==> config.mk <==
export PLATFORM = sky130hd
export DESIGN_NAME = ysyx_23060332_wbu
export DESIGN_NICKNAME = d
export VERILOG_FILES = /design/src/rtl/ysyx_23060332_wbu.sv
export SDC_FILE = /design/constraint.sdc
export NUM_CORES = 1
export LEC_CHECK = 0
export ABC_AREA = 1
export CORE_UTILIZATION = 52
export CTS_BUF_LIST = sky130_fd_sc_hd__clkbuf_8
export CTS_CLUSTER_SIZE = 16
export DETAILED_ROUTE_END_ITERATION = 10
export GPL_ROUTABILITY_DRIVEN = 0
export GPL_TIMING_DRIVEN = 0
export PLACE_DENSITY = 0.95
export SLEW_MARGIN = 20
export SYNTH_ARGS = -nofsm -noshare
export SYNTH_HDL_FRONTEND = slang
export SYNTH_SLANG_ARGS = --single-unit
==> constraint.sdc <==
create_clock -name clk -period 2.6 [get_ports clk]
set_input_delay 0.78 -clock clk [delete_from_list [all_inputs] [get_ports clk]]
set_output_delay 0.78 -clock clk [all_outputs]
set_load 0.05 [all_outputs]
==> src/rtl/ysyx_23060332_wbu.sv <==
// Write-back stage: retires one EXU instruction per handshake, extends load data, drives the RF write port.
// Optional IDU bypass outputs enabled by defining YSYX_23060332_WBU_FWD_EN.
module ysyx_23060332_wbu #(
  parameter int DATA_W = 32,
  parameter int ADDR_W = 5
) (
  input  logic              clk,
  input  logic              rst,
  input  logic              exu_valid,
  output logic              exu_ready,
  input  logic [DATA_W-1:0] exu_pc,
  input  logic [ADDR_W-1:0] exu_rd,
  input  logic [DATA_W-1:0] exu_result,
  input  logic              exu_wen,
  input  logic              exu_is_load,
  input  logic [2:0]        exu_funct3,
  input  logic              mem_rvalid,
  input  logic [DATA_W-1:0] mem_rdata,
  output logic [ADDR_W-1:0] waddr,
  output logic [DATA_W-1:0] wdata,
  output logic              reg_wen,
  output logic              commit_valid,
  output logic [DATA_W-1:0] commit_pc
`ifdef YSYX_23060332_WBU_FWD_EN
  ,
  output logic              fwd_valid,
  output logic [ADDR_W-1:0] fwd_addr,
  output logic [DATA_W-1:0] fwd_data
`endif
);

  typedef enum logic [1:0] {IDLE, WAIT_MEM, WRITE} state_t;

  state_t            state, state_nxt;
  logic [DATA_W-1:0] pc_q;
  logic [ADDR_W-1:0] rd_q;
  logic [1:0]        off_q;
  logic              wen_q;
  logic [2:0]        funct3_q;
  logic [DATA_W-1:0] shifted;
  logic [DATA_W-1:0] load_data;

  // Byte lane selected by the latched address offset; halves ignore off[0].
  always_comb begin
    shifted   = mem_rdata >> {off_q, 3'b000};
    load_data = '0;
    case (funct3_q)
      3'd0: load_data = {{24{shifted[7]}}, shifted[7:0]};
      3'd4: load_data = {24'd0, shifted[7:0]};
      3'd1: load_data = off_q[1] ? {{16{mem_rdata[31]}}, mem_rdata[31:16]}
                                 : {{16{mem_rdata[15]}}, mem_rdata[15:0]};
      3'd5: load_data = off_q[1] ? {16'd0, mem_rdata[31:16]} : {16'd0, mem_rdata[15:0]};
      3'd2: load_data = mem_rdata;
      default: load_data = '0;
    endcase
  end

  always_comb begin
    state_nxt = state;
    exu_ready = (state == IDLE);
    case (state)
      IDLE:     if (exu_valid) state_nxt = exu_is_load ? WAIT_MEM : WRITE;
      WAIT_MEM: if (mem_rvalid) state_nxt = WRITE;
      WRITE:    state_nxt = IDLE;
      default:  state_nxt = IDLE;
    endcase
  end

  // Write-port outputs are loaded on the edge entering WRITE so they hold afterwards.
  always_ff @(posedge clk or negedge rst) begin
    if (!rst) begin
      state        <= IDLE;
      pc_q         <= '0;
      rd_q         <= '0;
      off_q        <= '0;
      wen_q        <= 1'b0;
      funct3_q     <= '0;
      waddr        <= '0;
      wdata        <= '0;
      reg_wen      <= 1'b0;
      commit_valid <= 1'b0;
      commit_pc    <= '0;
    end else begin
      state        <= state_nxt;
      reg_wen      <= 1'b0;
      commit_valid <= 1'b0;
      case (state)
        IDLE: begin
          if (exu_valid) begin
            pc_q     <= exu_pc;
            rd_q     <= exu_rd;
            off_q    <= exu_result[1:0];
            wen_q    <= exu_wen;
            funct3_q <= exu_funct3;
            if (!exu_is_load) begin
              waddr        <= exu_rd;
              wdata        <= exu_result;
              commit_pc    <= exu_pc;
              reg_wen      <= exu_wen & (|exu_rd);
              commit_valid <= 1'b1;
            end
          end
        end
        WAIT_MEM: begin
          if (mem_rvalid) begin
            waddr        <= rd_q;
            wdata        <= load_data;
            commit_pc    <= pc_q;
            reg_wen      <= wen_q & (|rd_q);
            commit_valid <= 1'b1;
          end
        end
        default: ;
      endcase
    end
  end

`ifdef YSYX_23060332_WBU_FWD_EN
  assign fwd_valid = reg_wen;
  assign fwd_addr  = waddr;
  assign fwd_data  = wdata;
`endif

endmodule
* Word level (Yosys, flattened, before mapping)
Cells that the tools add are included.
Operators by class: bitwise gates (word level) 2, shifts and indexed selects 1, muxes and demuxes 27, reduce and logical (&&, ||, !) cells 8, eq/ne operators 8
Operators by type and width (count):
- 32-bit 2-to-1 mux | 7
- 32-bit case mux with 5 select lines | 1
- 32-bit case mux with 2 select lines | 2
- 32-bit by 5-bit >> shifter with 8-bit output | 1
- 16-bit 2-to-1 mux | 1
- 5-bit 2-to-1 mux | 3
- 5-bit case mux with 2 select lines | 1
- 5-bit OR reduction | 2
- 3-bit == test (second input constant) | 2
- 1-bit 2-to-1 mux | 6
- 2-bit 2-to-1 mux | 3
- 2-bit != test (second input constant) | 3
- 1-bit case mux with 2 select lines | 2
- 2-bit case mux with 2 select lines | 1
- 2-bit AND reduction | 2
- 4-bit AND reduction | 1
- 3-bit by 1-bit == test with 1-bit output (second input constant) | 1
- 3-bit by 2-bit == test with 1-bit output (second input constant) | 1
- 3-bit zero test | 1
- 1-bit bitwise AND | 2
- 2-bit by 1-bit == test with 1-bit output (second input constant) | 1
- 2-bit zero test | 1
- 2-bit nonzero test | 1
Word-level totals: register bits 116, bits of input ports 110

* Longest topological paths before layout
word-level depth 5, mapped depth 10, depth with buffers taken out 9

* Least setup slack after synthesis
OpenSTA, ideal clock, no wires.
kind register -> register, start point register state[0], end point register commit_pc[0], buffers on the path 2, setup time 130 ps, data required time 2470 ps, data arrival time 1753 ps, slack 717 ps, cell stages (with the launch flop) 7, cell sequence dfrtp_1 > nor2_2 > nand2_2 > o21ai_4 > buf_4 > buf_2 > a31oi_1
Between the ends: word-level cells in the longest chain between the ends 3, elaborated cells on any way between the ends 8
RTL lines:
- start, declared | line 34 | state_t state, state_nxt;
- start signal, assigned | line 84 | state <= state_nxt;
- 2-bit zero test (*)
- via exu_ready | line 10 | output logic exu_ready,
- 2-bit != test (no source line) / 2-bit nonzero test (equally long branches)
- 4-bit AND reduction (no source line)
- end signal, assigned | line 98 | commit_pc <= exu_pc;
- end signal, assigned | line 108 | commit_pc <= pc_q;
- end, declared | line 23 | output logic [DATA_W-1:0] commit_pc
Mark *: on every way through the listed nets, which the timed path passes. The rest lies on a longest branch. A chain may end at the register's enable or synchronous reset.

* Final worst setup path
start point register waddr[1], end point output port waddr[1]
RTL lines:
- start, declared | line 19 | output logic [ADDR_W-1:0] waddr,
- start signal, assigned | line 96 | waddr <= exu_rd;
- start signal, assigned | line 106 | waddr <= rd_q;
No word-level cell between the ends.

==> reports/qor.yml <==
worst_setup_path:
  crit_chain: "clkdlybuf4s50_1"
  r2r_setup_slack_ns: 0.79
  cp_slowest_cell: "clkdlybuf4s50_1"
  endpoint: "waddr[1]"
  crit_path_start: "waddr[1]"
  slowest_delay_ns: 0.84
  cp.arrival_ns: 1.64
  startpoint_type: "flop"
  critPathTopFamily: "buffers and inverters"
  crit_required_ns: 1.82
  cp_num_cells: 1
  worstRegToRegCells: 5
  r2r_end: "commit_pc[9]"
  r2r_start: "state[1]"
  worstPathMaxFanout: 2
  endpoint_kind: "primary output"
  criticalPathCategory: "flop to primary output"
  crit_buf_inv: 1
sta:
  finalSetupViolCount: 0
  worst_slew_margin_rel_pct: 47.7
  fin_crit_ns: 2.42
  worst_pin_slew_ns: 0.779
  worst_hold_slack_ns: 0.329
  rsz0062_at_grt: "false"
  fmax_mhz: 414
  finalSetupTns_ns: 0
  hold_violations: 0
  finalMaxSlewViolations: 0
  fin_ws_ns: 0.185
  clock_skew_ns: 0.0130
  fin_crit_sh_pct: 92.9
clock_tree:
  cts_resized: 1
  clock-sinks: 116
  htree_levels: 4
  clkTransAtPathRegs_ns: 0.08
  hold_buffers: 0
  cts_tree: "built"
  cts_setup_buffers: 0
  cts_buffers: 17
  root_buffer: "clkbuf_8"
  cts_buffer_depth: 2
  clk_latency_ns: 0.43
place:
  dpl_cell_area_um2: 7890
  place_inst: 1092
  io_buffers: 181
  dp_slack_ns: 0.112
  hpwlAfterDp_um: 12300
route:
  first_iter_violations: 425
  num_vias: 5903
  route.detailed.drc: 0
  dr.pass1.iters: 5
  routedWlPerCell_um: 15.3
  drt_wl_total_um: 17200
  viasPerCell: 5.26
  ant_nets: 0
global_route:
  grt_pass1_vias: 5823
  overflow: 0
  busiest_layer: "met2"
  use_met1_pct: 36.2
  use_met3_pct: 8.38
  use_met2_pct: 53.0
  gr-usage-all-layers_pct: 30.8
  antenna_found_initial: 0
  grt_max_degree: 62
  grt_pass1_wl_um: 27400
final_layout:
  utilization_pct: 75.4
  drive_above_1_share_pct: 10.1
  fin_nets: 1081
  areaGrowthSynthToFinish_pct: 40.3
  final_cells: 1123
  antenna_cells: 0
  postLayoutCellArea_um2: 8250
logic_synthesis:
  syn_inst: 770
  syn_area_per_cell_um2: 7.63
  syn_area_um2: 5880
  ys.warnings.count: 0
  seq_area_frac_synth_pct: 49.4
  syn_nets: 880
  synth_cell_type_count: 19
  yosys_register_bits: 116
die:
  core_area_um2: 10900
  die-area_um2: 11700
  die_h_um: 108
  fp.dieW_um: 108
  floorplan.initialDensity_pct: 53.7
  rows: 38
  io_pins: 182
min_path:
  worst_hold_path_type: "primary input to async pin"
run:
  maxCapViolations: 0
run_status:
  status: "completed"
pwr:
  irDropWorstVdd_mv: 0.712
  power_density_nw_per_um2: 1080
  p_leak_nw: 3.87
  fin_total_pwr_mw: 8.88
[power breakdown]
| group | leakage, nW | internal, mW | switching, mW |
|---|---|---|---|
| sequential | 1.32 | 2.46 | 0.403 |
| clock | 0.166 | 0.682 | 0.849 |
| combinational | 2.39 | 1.55 | 2.94 |
[worst min-delay path by stage]
stage | slack, ns | end | startpoint
after floorplan | 0.48 | commit_pc[0] | rst
after global placement | 0.49 | pc_q[25] | pc_q[25]
after detailed placement | 0.49 | pc_q[4] | pc_q[4]
after CTS | 0.34 | wdata[15] | rst
after global routing | 0.35 | wdata[2] | rst
final | 0.33 | wdata[3] | rst
[synthesized netlist by cell type (all sizes together)]
| library cell | instances | area share [%] |
|---|---|---|
| a31oi | 37 | 3.9 |
| inv | 70 | 4.5 |
| clkbuf | 15 | 0.96 |
| nand3 | 23 | 2.0 |
| o21ai | 15 | 1.5 |
| nor2 | 177 | 11 |
| dfrtp | 116 | 49 |
| buf | 27 | 2.2 |
| a21oi | 36 | 3.1 |
| mux2 | 36 | 6.9 |
| nand2 | 215 | 14 |
| nand3b | 1 | 0.13 |
| nor3 | 2 | 0.17 |
[cell type report]
type                    count  area, um^2
clock inverters            14         121
clock buffers              17         234
repair buffers            182        1840
plain buffers              42         188
inverters                  70         263
flip-flops and latches    116        2900
multi-input cells         542        2520
well taps                 140         175
fillers                   797        2690
[cells in the final DEF, fill, tap and decap left out, types with 2 or more instances in the layout]
| master | netlist | routed |
|---|---|---|
| clkinv_4 | 0 | 2 |
| inv_6 | 0 | 5 |
| nor2_2 | 4 | 4 |
| nand2_2 | 2 | 2 |
| a31oi_1 | 37 | 37 |
| clkdlybuf4s50_1 | 0 | 179 |
| dfrtp_1 | 116 | 116 |
| mux2_2 | 36 | 36 |
| clkinvlp_4 | 0 | 5 |
| nor3_1 | 2 | 2 |
| inv_1 | 69 | 69 |
| buf_2 | 21 | 21 |
| nand3_1 | 23 | 23 |
| inv_8 | 0 | 2 |
| clkbuf_1 | 15 | 15 |
| o21ai_0 | 14 | 14 |
| a21oi_1 | 36 | 36 |
| clkbuf_8 | 0 | 17 |
| buf_1 | 5 | 5 |
| nor2_1 | 173 | 173 |
| nand2_1 | 213 | 213 |
[flip-flops by register name, indices dropped and copies added (netlist names)]
name / flops
reg_wen: 1
waddr: 5
commit_pc: 32
pc_q: 32
off_q: 2
commit_valid: 1
wdata: 32
state: 2
funct3_q: 3
rd_q: 5
wen_q: 1
[metal layers]
| metal | part of all wire (%) | vias to the layer above |
|---|---|---|
| met2 | 49 | 293 |
| li1 | - | 2829 |
| met5 | 0 | - |
| met3 | 9.4 | 40 |
| met4 | 2.7 | 0 |
| met1 | 39 | 2741 |
[kinds of logic (layout without fill, tap and decap cells)]
kind of cell	Yosys count	in the layout	share of synthesized area, %
compound gates	88	88	8.48
buf+inv	112	325	7.67
flops	116	116	49.4
mux	36	36	6.90
simple gates	418	418	27.6
(Power assumes the default switching activity.)
